$ cat config.mk
export PLATFORM = sky130hd
export DESIGN_NAME = seq_restoring_divider
export DESIGN_NICKNAME = d
export VERILOG_FILES = /design/src/rtl/seq_restoring_divider.sv
export SDC_FILE = /design/constraint.sdc
export NUM_CORES = 1
export LEC_CHECK = 0
export BUFFER_PORTS_ARGS = -buffer_cell sky130_fd_sc_hd__clkbuf_2
export CAP_MARGIN = 10
export CORE_MARGIN = 3
export CORE_UTILIZATION = 32
export CTS_BUF_LIST = sky130_fd_sc_hd__clkbuf_8 sky130_fd_sc_hd__clkbuf_16
export CTS_CLUSTER_DIAMETER = 60
export CTS_CLUSTER_SIZE = 8
export DETAILED_ROUTE_END_ITERATION = 12
export HOLD_SLACK_MARGIN = 0.06
export PLACE_DENSITY = 0.61
export SETUP_SLACK_MARGIN = 0.2
export SYNTH_ARGS = -nofsm -noshare
export SYNTH_HDL_FRONTEND = slang
export SYNTH_SLANG_ARGS = --single-unit
$ cat constraint.sdc
create_clock -name clk -period 1.85 [get_ports clk]
set_input_delay 0.0925 -clock clk [delete_from_list [all_inputs] [get_ports clk]]
set_output_delay 0.0925 -clock clk [all_outputs]
set_load 0.005 [all_outputs]
$ cat src/rtl/seq_restoring_divider.sv
// Multi-cycle unsigned restoring divider: one quotient bit per cycle, valid/ready on operands and result.
// Latency N cycles after acceptance (zero divisor: result visible the cycle after acceptance); result held until out_ready.
module seq_restoring_divider #(
  parameter int N = 4
) (
  input  logic         clk,
  input  logic         rst_n,
  input  logic         in_valid,
  output logic         in_ready,
  input  logic [N-1:0] dividend,
  input  logic [N-1:0] divisor,
  output logic         out_valid,
  input  logic         out_ready,
  output logic [N-1:0] quotient,
  output logic [N-1:0] remainder,
  output logic         div_by_zero
);

  localparam int CW = $clog2(N);

  typedef enum logic [1:0] {
    IDLE = 2'd0,
    CALC = 2'd1,
    DONE = 2'd2
  } state_t;

  state_t        state;
  state_t        state_nxt;
  logic [CW-1:0] cnt;
  logic [N-1:0]  q_sh;
  logic [N-1:0]  r_acc;
  logic [N-1:0]  dvsr;
  logic [N:0]    shifted;
  logic [N:0]    trial;
  logic [N-1:0]  q_step;
  logic [N-1:0]  r_step;
  logic          accept;
  logic          last;

  // Restoring step; a restored remainder is below the divisor, so N bits suffice.
  always_comb begin
    shifted = {r_acc, q_sh[N-1]};
    trial   = shifted - {1'b0, dvsr};
    if (!trial[N]) begin
      r_step = trial[N-1:0];
      q_step = {q_sh[N-2:0], 1'b1};
    end else begin
      r_step = shifted[N-1:0];
      q_step = {q_sh[N-2:0], 1'b0};
    end
  end

  always_ff @(posedge clk or negedge rst_n) begin
    if (!rst_n) state <= IDLE;
    else        state <= state_nxt;
  end

  always_comb begin
    state_nxt = state;
    in_ready  = (state == IDLE);
    out_valid = (state == DONE);
    accept    = in_valid && (state == IDLE);
    last      = (cnt == CW'(N - 1));
    case (state)
      IDLE: if (accept) state_nxt = (divisor == '0) ? DONE : CALC;
      CALC: if (last) state_nxt = DONE;
      DONE: if (out_ready) state_nxt = IDLE;
      default: state_nxt = IDLE;
    endcase
  end

  always_ff @(posedge clk or negedge rst_n) begin
    if (!rst_n) begin
      cnt         <= '0;
      q_sh        <= '0;
      r_acc       <= '0;
      dvsr        <= '0;
      quotient    <= '0;
      remainder   <= '0;
      div_by_zero <= 1'b0;
    end else begin
      case (state)
        IDLE: begin
          if (accept) begin
            if (divisor == '0) begin
              quotient    <= '1;
              remainder   <= dividend;
              div_by_zero <= 1'b1;
            end else begin
              dvsr  <= divisor;
              q_sh  <= dividend;
              r_acc <= '0;
              cnt   <= '0;
            end
          end
        end
        CALC: begin
          q_sh  <= q_step;
          r_acc <= r_step;
          cnt   <= cnt + CW'(1);
          if (last) begin
            quotient    <= q_step;
            remainder   <= r_step;
            div_by_zero <= 1'b0;
          end
        end
        default: ;
      endcase
    end
  end

endmodule

==> flow_summary.yaml, run 1 <==
outcome:
  status: "finished, violations left"
  violations: "setup timing"
final_layout:
  syn2layout_area_growth_pct: 32.9
  fin_util_pct: 44.7
  fin_area_um2: 1810
  drive_gt1_share_pct: 36.5
  nets: 189
  fin_cells: 220
  fillers: 389
  diodes: 0
synth:
  synth-seq-cells: 25
  synth_top_area_share_pct: 45.8
  yosysWarningCount: 0
  synth_simple_gate_area_share_pct: 19.0
  synth_enable_flop_cells: 0
  yosys-top-cells-count: "dfrtp_1, nand2_1, nor2_1"
  ys_seq_area_share_pct: 45.8
  synth_fp_nets: 154
  ys.flop_type: "dfrtp_1"
  yosys-mux-area-fraction_pct: 3.85
  synth_most_common_cell: "dfrtp_1"
  synth_cell_types: 41
  netlist_area_um2: 1370
  yosys.area_share.adder_pct: 6.05
  synthCells: 136
  synth_compound_area_share_pct: 18.5
  synth_top_family_by_area: "simple AND/OR/NAND/NOR gates"
  yosys.area.top_type: "dfrtp_1"
  synth_top_cells_by_area: "dfrtp_1, ha_1, nand2_1"
  async_flop_share_pct: 100
  synthXorXnorAreaFrac_pct: 1.92
  syn_avg_cell_area_um2: 10.0
flow_run:
  maxCapViolCount: 0
placed_design:
  place_ws_ps: -359
  dpl-instance-area_um2: 1570
  place_hpwl_mm: 2.25
  place_congestion: 0.819
  dp_cells: 210
  io_buffers: 22
grt:
  grt_pass1_wl_mm: 5.33
  antenna_found_initial: 0
  grt_pass1_vias: 1133
  track_usage_pct: 13.4
  grt_max_degree: 26
  grt_overflow_total: 0
die:
  start_util_pct: 33.6
  die-area_um2: 5090
  rows: 23
  die_h_um: 71.3
  core_um2: 4060
  ios: 23
  die_x_um: 71.3
power:
  p_total_mw: 3.89
  ir_worst_vdd_v: 0.000745
  power_leakage_nw: 0.803
  p_per_area_nw_per_um2: 2140
cts:
  cts.path.max_buffers: 2
  numCtsBuffers: 3
  clk_latency_ps: 280
  cts_tree: "built"
  h-tree-depth: 1
  clock-root-buffer: "clkbuf_8"
  cts_sinks: 25
  clk_pin_slew_ps: 90
critical_path:
  arrival_ps: 2110
  endpoint_kind: "flip-flop"
  cp_max_fo: 7
  cp_data_required_time_ps: 2010
  critical_path_class: "reg -> reg"
  critPathLaunchType: "flip-flop"
timing:
  timing.hold.ws_ps: 58.1
  fin_setup_tns_ps: -503
  slew_headroom_pct: 57.9
  fmax_mhz: 513
  post-route-min-period_ps: 1950
  fin_crit_sh_pct: 105
  setup_viol: 8
  tightest_slew_ps: 632
  skew_ps: 6.30
  maxSlewViolCount: 0
  timing.final.ws_setup_ps: -99.1
  timing.final.hold_violations: 0
  rsz0062_at_grt: "true"
detailed_routing:
  dr_total_vias: 1120
  vias_per_cell: 5.09
  postRouteAntennaNets: 0
  drtPass1Iterations: 4
  wirelength_mm: 3.06
  drtIter0Drc: 23
  drcViolationCount: 0
  wl_per_cell_um: 13.9
worst_hold_path:
  hp-class: "in -> reg"
layout make-up:
cell class | count | area [um^2] | area share, %
Inverter | 6 | 22.5 | 1.24
Tap cell | 50 | 62.6 | 3.45
Multi-Input combinational cell | 99 | 806 | 44.4
Sequential cell | 25 | 626 | 34.5
Timing Repair Buffer | 36 | 249 | 13.7
Clock inverter | 1 | 7.51 | 0.414
Clock buffer | 3 | 41.3 | 2.28
cells in the final DEF, fill, tap and decap left out, drive strengths merged, types with 2 or more instances in the layout:
| cell | n |
|---|---|
| and2b | 2 |
| a31oi | 3 |
| inv | 6 |
| nand3b | 4 |
| dlygate4sd3 | 4 |
| clkbuf | 25 |
| mux2 | 2 |
| buf | 10 |
| o22a | 3 |
| xnor2 | 2 |
| nor2 | 14 |
| mux2i | 3 |
| or3 | 4 |
| a211oi | 2 |
| nand3 | 4 |
| a21oi | 9 |
| a211o | 2 |
| a21boi | 2 |
| nand2 | 14 |
| dfrtp | 25 |
| o21ai | 8 |
| nand2b | 3 |
| ha | 5 |
power breakdown:
group / leakage, nW / internal (mW) / switching, mW
Clock: 0.0217 / 0.153 / 0.193
Combinational: 0.486 / 1.30 / 1.21
Sequential: 0.295 / 0.816 / 0.219
final timing paths:
kind	startpoint	end	slack, ps	cells past startpoint
max	q_sh[3]$_DFFE_PN0P_	remainder[2]$_DFFE_PN0P_	-100	9
min	out_ready	state[1]$_DFFE_PN0P_	60	3
max reg2reg	q_sh[3]$_DFFE_PN0P_	remainder[2]$_DFFE_PN0P_	-100	9
min reg2reg	quotient[1]$_DFFE_PN0P_	quotient[1]$_DFFE_PN0P_	510	1
max in group asynchronous	rst_n	r_acc[0]$_DFFE_PN0P_	1090	2
min in group asynchronous	rst_n	quotient[0]$_DFFE_PN0P_	350	2
worst max-delay path, stage by stage, from the launching register on:
cell	delay (ps)
dfrtp_1	370
inv_1	60
ha_2	180
fa_2	350
nand2b_4	160
a21oi_4	140
buf_12	150
nor2_4	40
a2111oi_4	300
a21oi_2	80
cell families (layout without fill, tap and decap cells):
| logic type | count (synthesis) | count (layout) |
|---|---|---|
| AOI/OAI and AO/OA | 36 | 36 |
| buffers and inverters | 12 | 46 |
| muxes | 5 | 5 |
| DFF | 25 | 25 |
| and+or+nand+nor | 49 | 49 |
| xor gates and xnor gates | 3 | 3 |
| adders and majority gates | 6 | 6 |
flip-flops by register name, summed over array words and instances, names as in the netlist:
signal / flops
cnt: 2
div_by_zero: 1
dvsr: 4
q_sh: 4
quotient: 4
r_acc: 4
remainder: 4
state: 2
what timing repair did:
| item | in CTS | in global routing |
|---|---|---|
| pin swaps | 13 | 4 |
| setup buffers | 2 | 0 |
| resized for setup | 22 | 3 |
| hold endpoints to repair | 28 | 0 |
| hold buffers | 4 | 0 |
| endpoints found under the setup margin | 10 | 14 |
routing by layer:
metal  track usage [%]  routed length, um  vias to the layer above
met5                 0                  0                        -
met4              6.26                 60                        0
met3              4.21                183                        5
met2              21.5               1440                       29
met1              16.4               1380                      533
li1                  -                  -                      553
(Power assumes the default switching activity.)
==> inputs of run 2 (changes only) <==
Settings changed: REMOVE_ABC_BUFFERS set to 1.
==> flow_summary.yaml, run 2 (same netlist as run 1, synthesis figures left out) <==
timing:
  fin_crit_sh_pct: 106
  fmax_mhz: 509
  setup_viol: 9
  tightest_slew_ps: 635
  rsz0062_at_grt: "true"
  skew_ps: 4.55
  post-route-min-period_ps: 1960
  timing.final.ws_setup_ps: -115
  timing.hold.ws_ps: 62.2
  maxSlewViolCount: 0
  slew_headroom_pct: 57.7
  timing.final.hold_violations: 0
die:
  die_h_um: 71.3
  rows: 23
  ios: 23
  die-area_um2: 5090
  core_um2: 4060
  start_util_pct: 33.6
  die_x_um: 71.3
cts:
  clk_pin_slew_ps: 100
  cts_sinks: 25
  cts.path.max_buffers: 2
  h-tree-depth: 1
  numCtsBuffers: 3
  cts_tree: "built"
  clock-root-buffer: "clkbuf_8"
  clk_latency_ps: 270
grt:
  track_usage_pct: 14.3
  grt_overflow_total: 0
  grt_max_degree: 26
  grt_pass1_vias: 1253
  antenna_found_initial: 0
  grt_pass1_wl_mm: 5.87
detailed_routing:
  dr_total_vias: 1148
  wirelength_mm: 3.28
  vias_per_cell: 5.19
  wl_per_cell_um: 14.8
  postRouteAntennaNets: 0
  drcViolationCount: 0
  drtIter0Drc: 15
  drtPass1Iterations: 4
final_layout:
  layout_common_cells: "dfrtp_1, clkbuf_2, nand2_1"
  drive_gt1_share_pct: 34.5
  multi_input_area_um2: 767
  seq_area_um2: 626
  syn2layout_area_growth_pct: 29.0
  fillers: 375
  nets: 190
  diodes: 0
  final_common_cell: "dfrtp_1"
  fin_area_um2: 1760
  fin_util_pct: 43.4
placed_design:
  place_congestion: 0.853
  place_ws_ps: -342
  io_buffers: 22
  dpl-instance-area_um2: 1550
  place_hpwl_mm: 2.40
critical_path:
  cp_data_required_time_ps: 2010
  cp_max_fo: 2
  endpoint_kind: "flip-flop"
  critical_path_class: "reg -> reg"
  arrival_ps: 2120
  critPathLaunchType: "flip-flop"
outcome:
  violations: "setup timing"
  status: "finished, violations left"
power:
  ir_worst_vdd_v: 0.000875
  p_per_area_nw_per_um2: 2100
  power_leakage_nw: 0.800
worst_hold_path:
  hp-class: "in -> reg"
flow_run:
  maxCapViolCount: 0
==> run 2: changes by cell type in the layout (fill, tap and decap cells not counted), moves of 2 or more <==
| cell | before | now |
|---|---|---|
| buf_4 | 6 | 11 |
| a21oi_2 | 4 | 2 |
| a21boi_4 | 0 | 2 |
| buf_6 | 3 | 1 |
| a21boi_2 | 2 | 0 |
| a21oi_1 | 4 | 6 |
==> run 2: stage by stage <==
| step | setup TNS [ps] | total power [mW] | cells |
|---|---|---|---|
| after floorplan | -454 | 2.21 | 130 |
| after global placement | -957 | 2.79 | 210 |
| after detailed placement | -1560 | 2.85 | 210 |
| after CTS | -615 | 3.63 | 220 |
| after global routing | -1430 | 4.01 | 221 |
| final | -667 | 3.70 | 221 |
==> run 2: path summary, 6_finish.rpt <==
| path | slack (ps) | depth (start not counted) | end | startpoint |
|---|---|---|---|---|
| max | -110 | 7 | remainder[2]$_DFFE_PN0P_ | dvsr[0]$_DFFE_PN0P_ |
| min | 60 | 3 | dvsr[2]$_DFFE_PN0P_ | divisor[2] |
| max reg2reg | -110 | 7 | remainder[2]$_DFFE_PN0P_ | dvsr[0]$_DFFE_PN0P_ |
| min reg2reg | 500 | 1 | quotient[2]$_DFFE_PN0P_ | quotient[2]$_DFFE_PN0P_ |
| max in group asynchronous | 1070 | 2 | r_acc[1]$_DFFE_PN0P_ | rst_n |
| min in group asynchronous | 360 | 2 | dvsr[2]$_DFFE_PN0P_ | rst_n |
==> run 2: routing by layer <==
metal	vias to the layer above	GRT usage (%)	part of all wire, %
li1	553	-	-
met1	565	18.1	45
met2	23	23.9	50
met3	7	2.10	3.3
met4	0	6.68	2.2
met5	-	0	0
==> run 2: layout make-up <==
class	count	share of cell area, %
multi-input combinational	99	43.6
tap	50	3.55
clock inverter	1	0.426
timing repair buffer	37	13.3
clock buffer	3	2.35
sequential	25	35.5
inverter	6	1.28
==> run 2: timing repair <==
action | 4_1_cts | 5_1_grt
hold buffers | 3 | 0
endpoints found under the hold margin | 27 | 0
endpoints found under the setup margin | 10 | 14
setup buffers | 3 | 1
resized for setup | 18 | 3
pin swaps | 8 | 6
==> run 2: worst max-delay path: stages (launching register included) <==
cell and delay [ps]:
dfrtp_1 410, ha_4 170, fa_2 340, buf_4 140
xnor2_1 120, and3_1 200, a2111oi_2 350, a21oi_1 110
==> run 2: power by group <==
part | internal, mW | total (mW) | leakage [nW] | switching (mW)
registers | 0.816 | 1.04 | 0.295 | 0.226
clock network | 0.153 | 0.340 | 0.0217 | 0.187
logic | 1.17 | 2.31 | 0.483 | 1.15
==> inputs of run 3 (changes only) <==
Clock period 1.85 ns to 1.8 ns, I/O delays scaled along.
==> flow_summary.yaml, run 3 (same netlist as run 1, synthesis figures left out) <==
power:
  p_total_mw: 4.04
  p_per_area_nw_per_um2: 2240
  power_leakage_nw: 0.810
  ir_worst_vdd_v: 0.00103
critical_path:
  arrival_ps: 2130
  critPathLaunchType: "flip-flop"
  cp_data_required_time_ps: 1950
  cp_max_fo: 2
  critical_path_class: "reg -> reg"
  endpoint_kind: "flip-flop"
detailed_routing:
  dr_total_vias: 1174
  wirelength_mm: 3.37
  postRouteAntennaNets: 0
  vias_per_cell: 5.26
  drtIter0Drc: 21
  drtPass1Iterations: 4
  wl_per_cell_um: 15.1
  drcViolationCount: 0
grt:
  grt_overflow_total: 0
  grt_max_degree: 26
  track_usage_pct: 13.5
  antenna_found_initial: 0
  grt_pass1_vias: 1232
  grt_pass1_wl_mm: 5.60
die:
  core_um2: 4060
  ios: 23
  die-area_um2: 5090
  die_h_um: 71.3
  rows: 23
  die_x_um: 71.3
  start_util_pct: 33.6
timing:
  timing.final.hold_violations: 0
  fmax_mhz: 505
  fin_setup_tns_ps: -1090
  slew_headroom_pct: 56.1
  post-route-min-period_ps: 1980
  timing.final.ws_setup_ps: -179
  setup_viol: 10
  skew_ps: 4.52
  maxSlewViolCount: 0
  tightest_slew_ps: 659
  fin_crit_sh_pct: 110
  rsz0062_at_grt: "true"
placed_design:
  dpl-instance-area_um2: 1560
  place_congestion: 0.845
  place_ws_ps: -321
  io_buffers: 22
  place_hpwl_mm: 2.35
final_layout:
  fillers: 386
  diodes: 0
  nets: 192
  drive_gt1_share_pct: 39.3
  layout_common_cells: "dfrtp_1, clkbuf_2, nand2_1"
  syn2layout_area_growth_pct: 32.1
  final_common_cell: "dfrtp_1"
  fin_area_um2: 1800
worst_hold_path:
  hp-class: "in -> reg"
cts:
  cts_sinks: 25
  cts.path.max_buffers: 2
  cts_tree: "built"
  clock-root-buffer: "clkbuf_8"
  h-tree-depth: 1
  clk_latency_ps: 270
  clk_pin_slew_ps: 100
  numCtsBuffers: 3
outcome:
  status: "finished, violations left"
  violations: "setup timing"
flow_run:
  maxCapViolCount: 0
run 3: worst paths after layout:
kind                                               from                       end  slack (ps)  depth (start not counted)
worst min-delay path                         divisor[2]       dvsr[2]$_DFFE_PN0P_          60                          3
min in group asynchronous                         rst_n   quotient[3]$_DFFE_PN0P_         380                          2
worst max register to register      dvsr[0]$_DFFE_PN0P_  remainder[2]$_DFFE_PN0P_        -180                          8
max in group asynchronous                         rst_n      state[0]$_DFFE_PN0P_         960                          2
worst max-delay path                dvsr[0]$_DFFE_PN0P_  remainder[2]$_DFFE_PN0P_        -180                          8
worst min register to register  quotient[1]$_DFFE_PN0P_   quotient[1]$_DFFE_PN0P_         500                          1
run 3: report_power, final:
part	total [mW]	switching [mW]	leakage, nW	internal [mW]
clock	0.347	0.190	0.0217	0.157
combinational	2.62	1.26	0.494	1.36
sequential	1.07	0.233	0.294	0.841
run 3: what timing repair did:
item	in CTS	in global routing
buffers inserted	7	0
hold buffers	1	0
resized for setup	21	8
pin swaps	7	5
endpoints found under the setup margin	10	15
hold endpoints to repair	25	0
gates cloned	0	0
run 3: through the flow:
stage | cells | hold WS [ps] | util, %
2_1_floorplan | 130 | -206 | -
3_3_place_gp | 211 | 137 | 38.5
3_5_place_dp | 211 | 145 | 38.5
4_1_cts | 223 | 64.2 | 43.6
5_1_grt | 223 | 79.7 | 44.4
6_report | 223 | 58.1 | 44.4
run 3: final cells by class:
| type | count | area [um^2] | area share (%) |
|---|---|---|---|
| clock buffer | 3 | 41.3 | 2.29 |
| inverter | 6 | 22.5 | 1.25 |
| clock inverter | 1 | 7.51 | 0.416 |
| timing repair buffer | 39 | 251 | 13.9 |
| sequential | 25 | 627 | 34.8 |
| multi-input combinational | 99 | 791 | 43.9 |
| tap | 50 | 62.6 | 3.47 |
run 3: metal layers:
layer / track usage, % / wire (um) / share of wire, %
met1: 16.1 / 1450 / 43
met2: 25.7 / 1820 / 54
met3: 1.40 / 60 / 1.8
met4: 3.13 / 31 / 0.92
met5: 0 / 0 / 0
run 3: critical path, stage by stage (launching register included):
cell       delay [ps]
dfrtp_1           420
ha_4              170
fa_2              350
buf_4             150
xnor2_1           140
nand3_1           120
nor2_2             60
a2111oi_2         350
a21oi_1           100
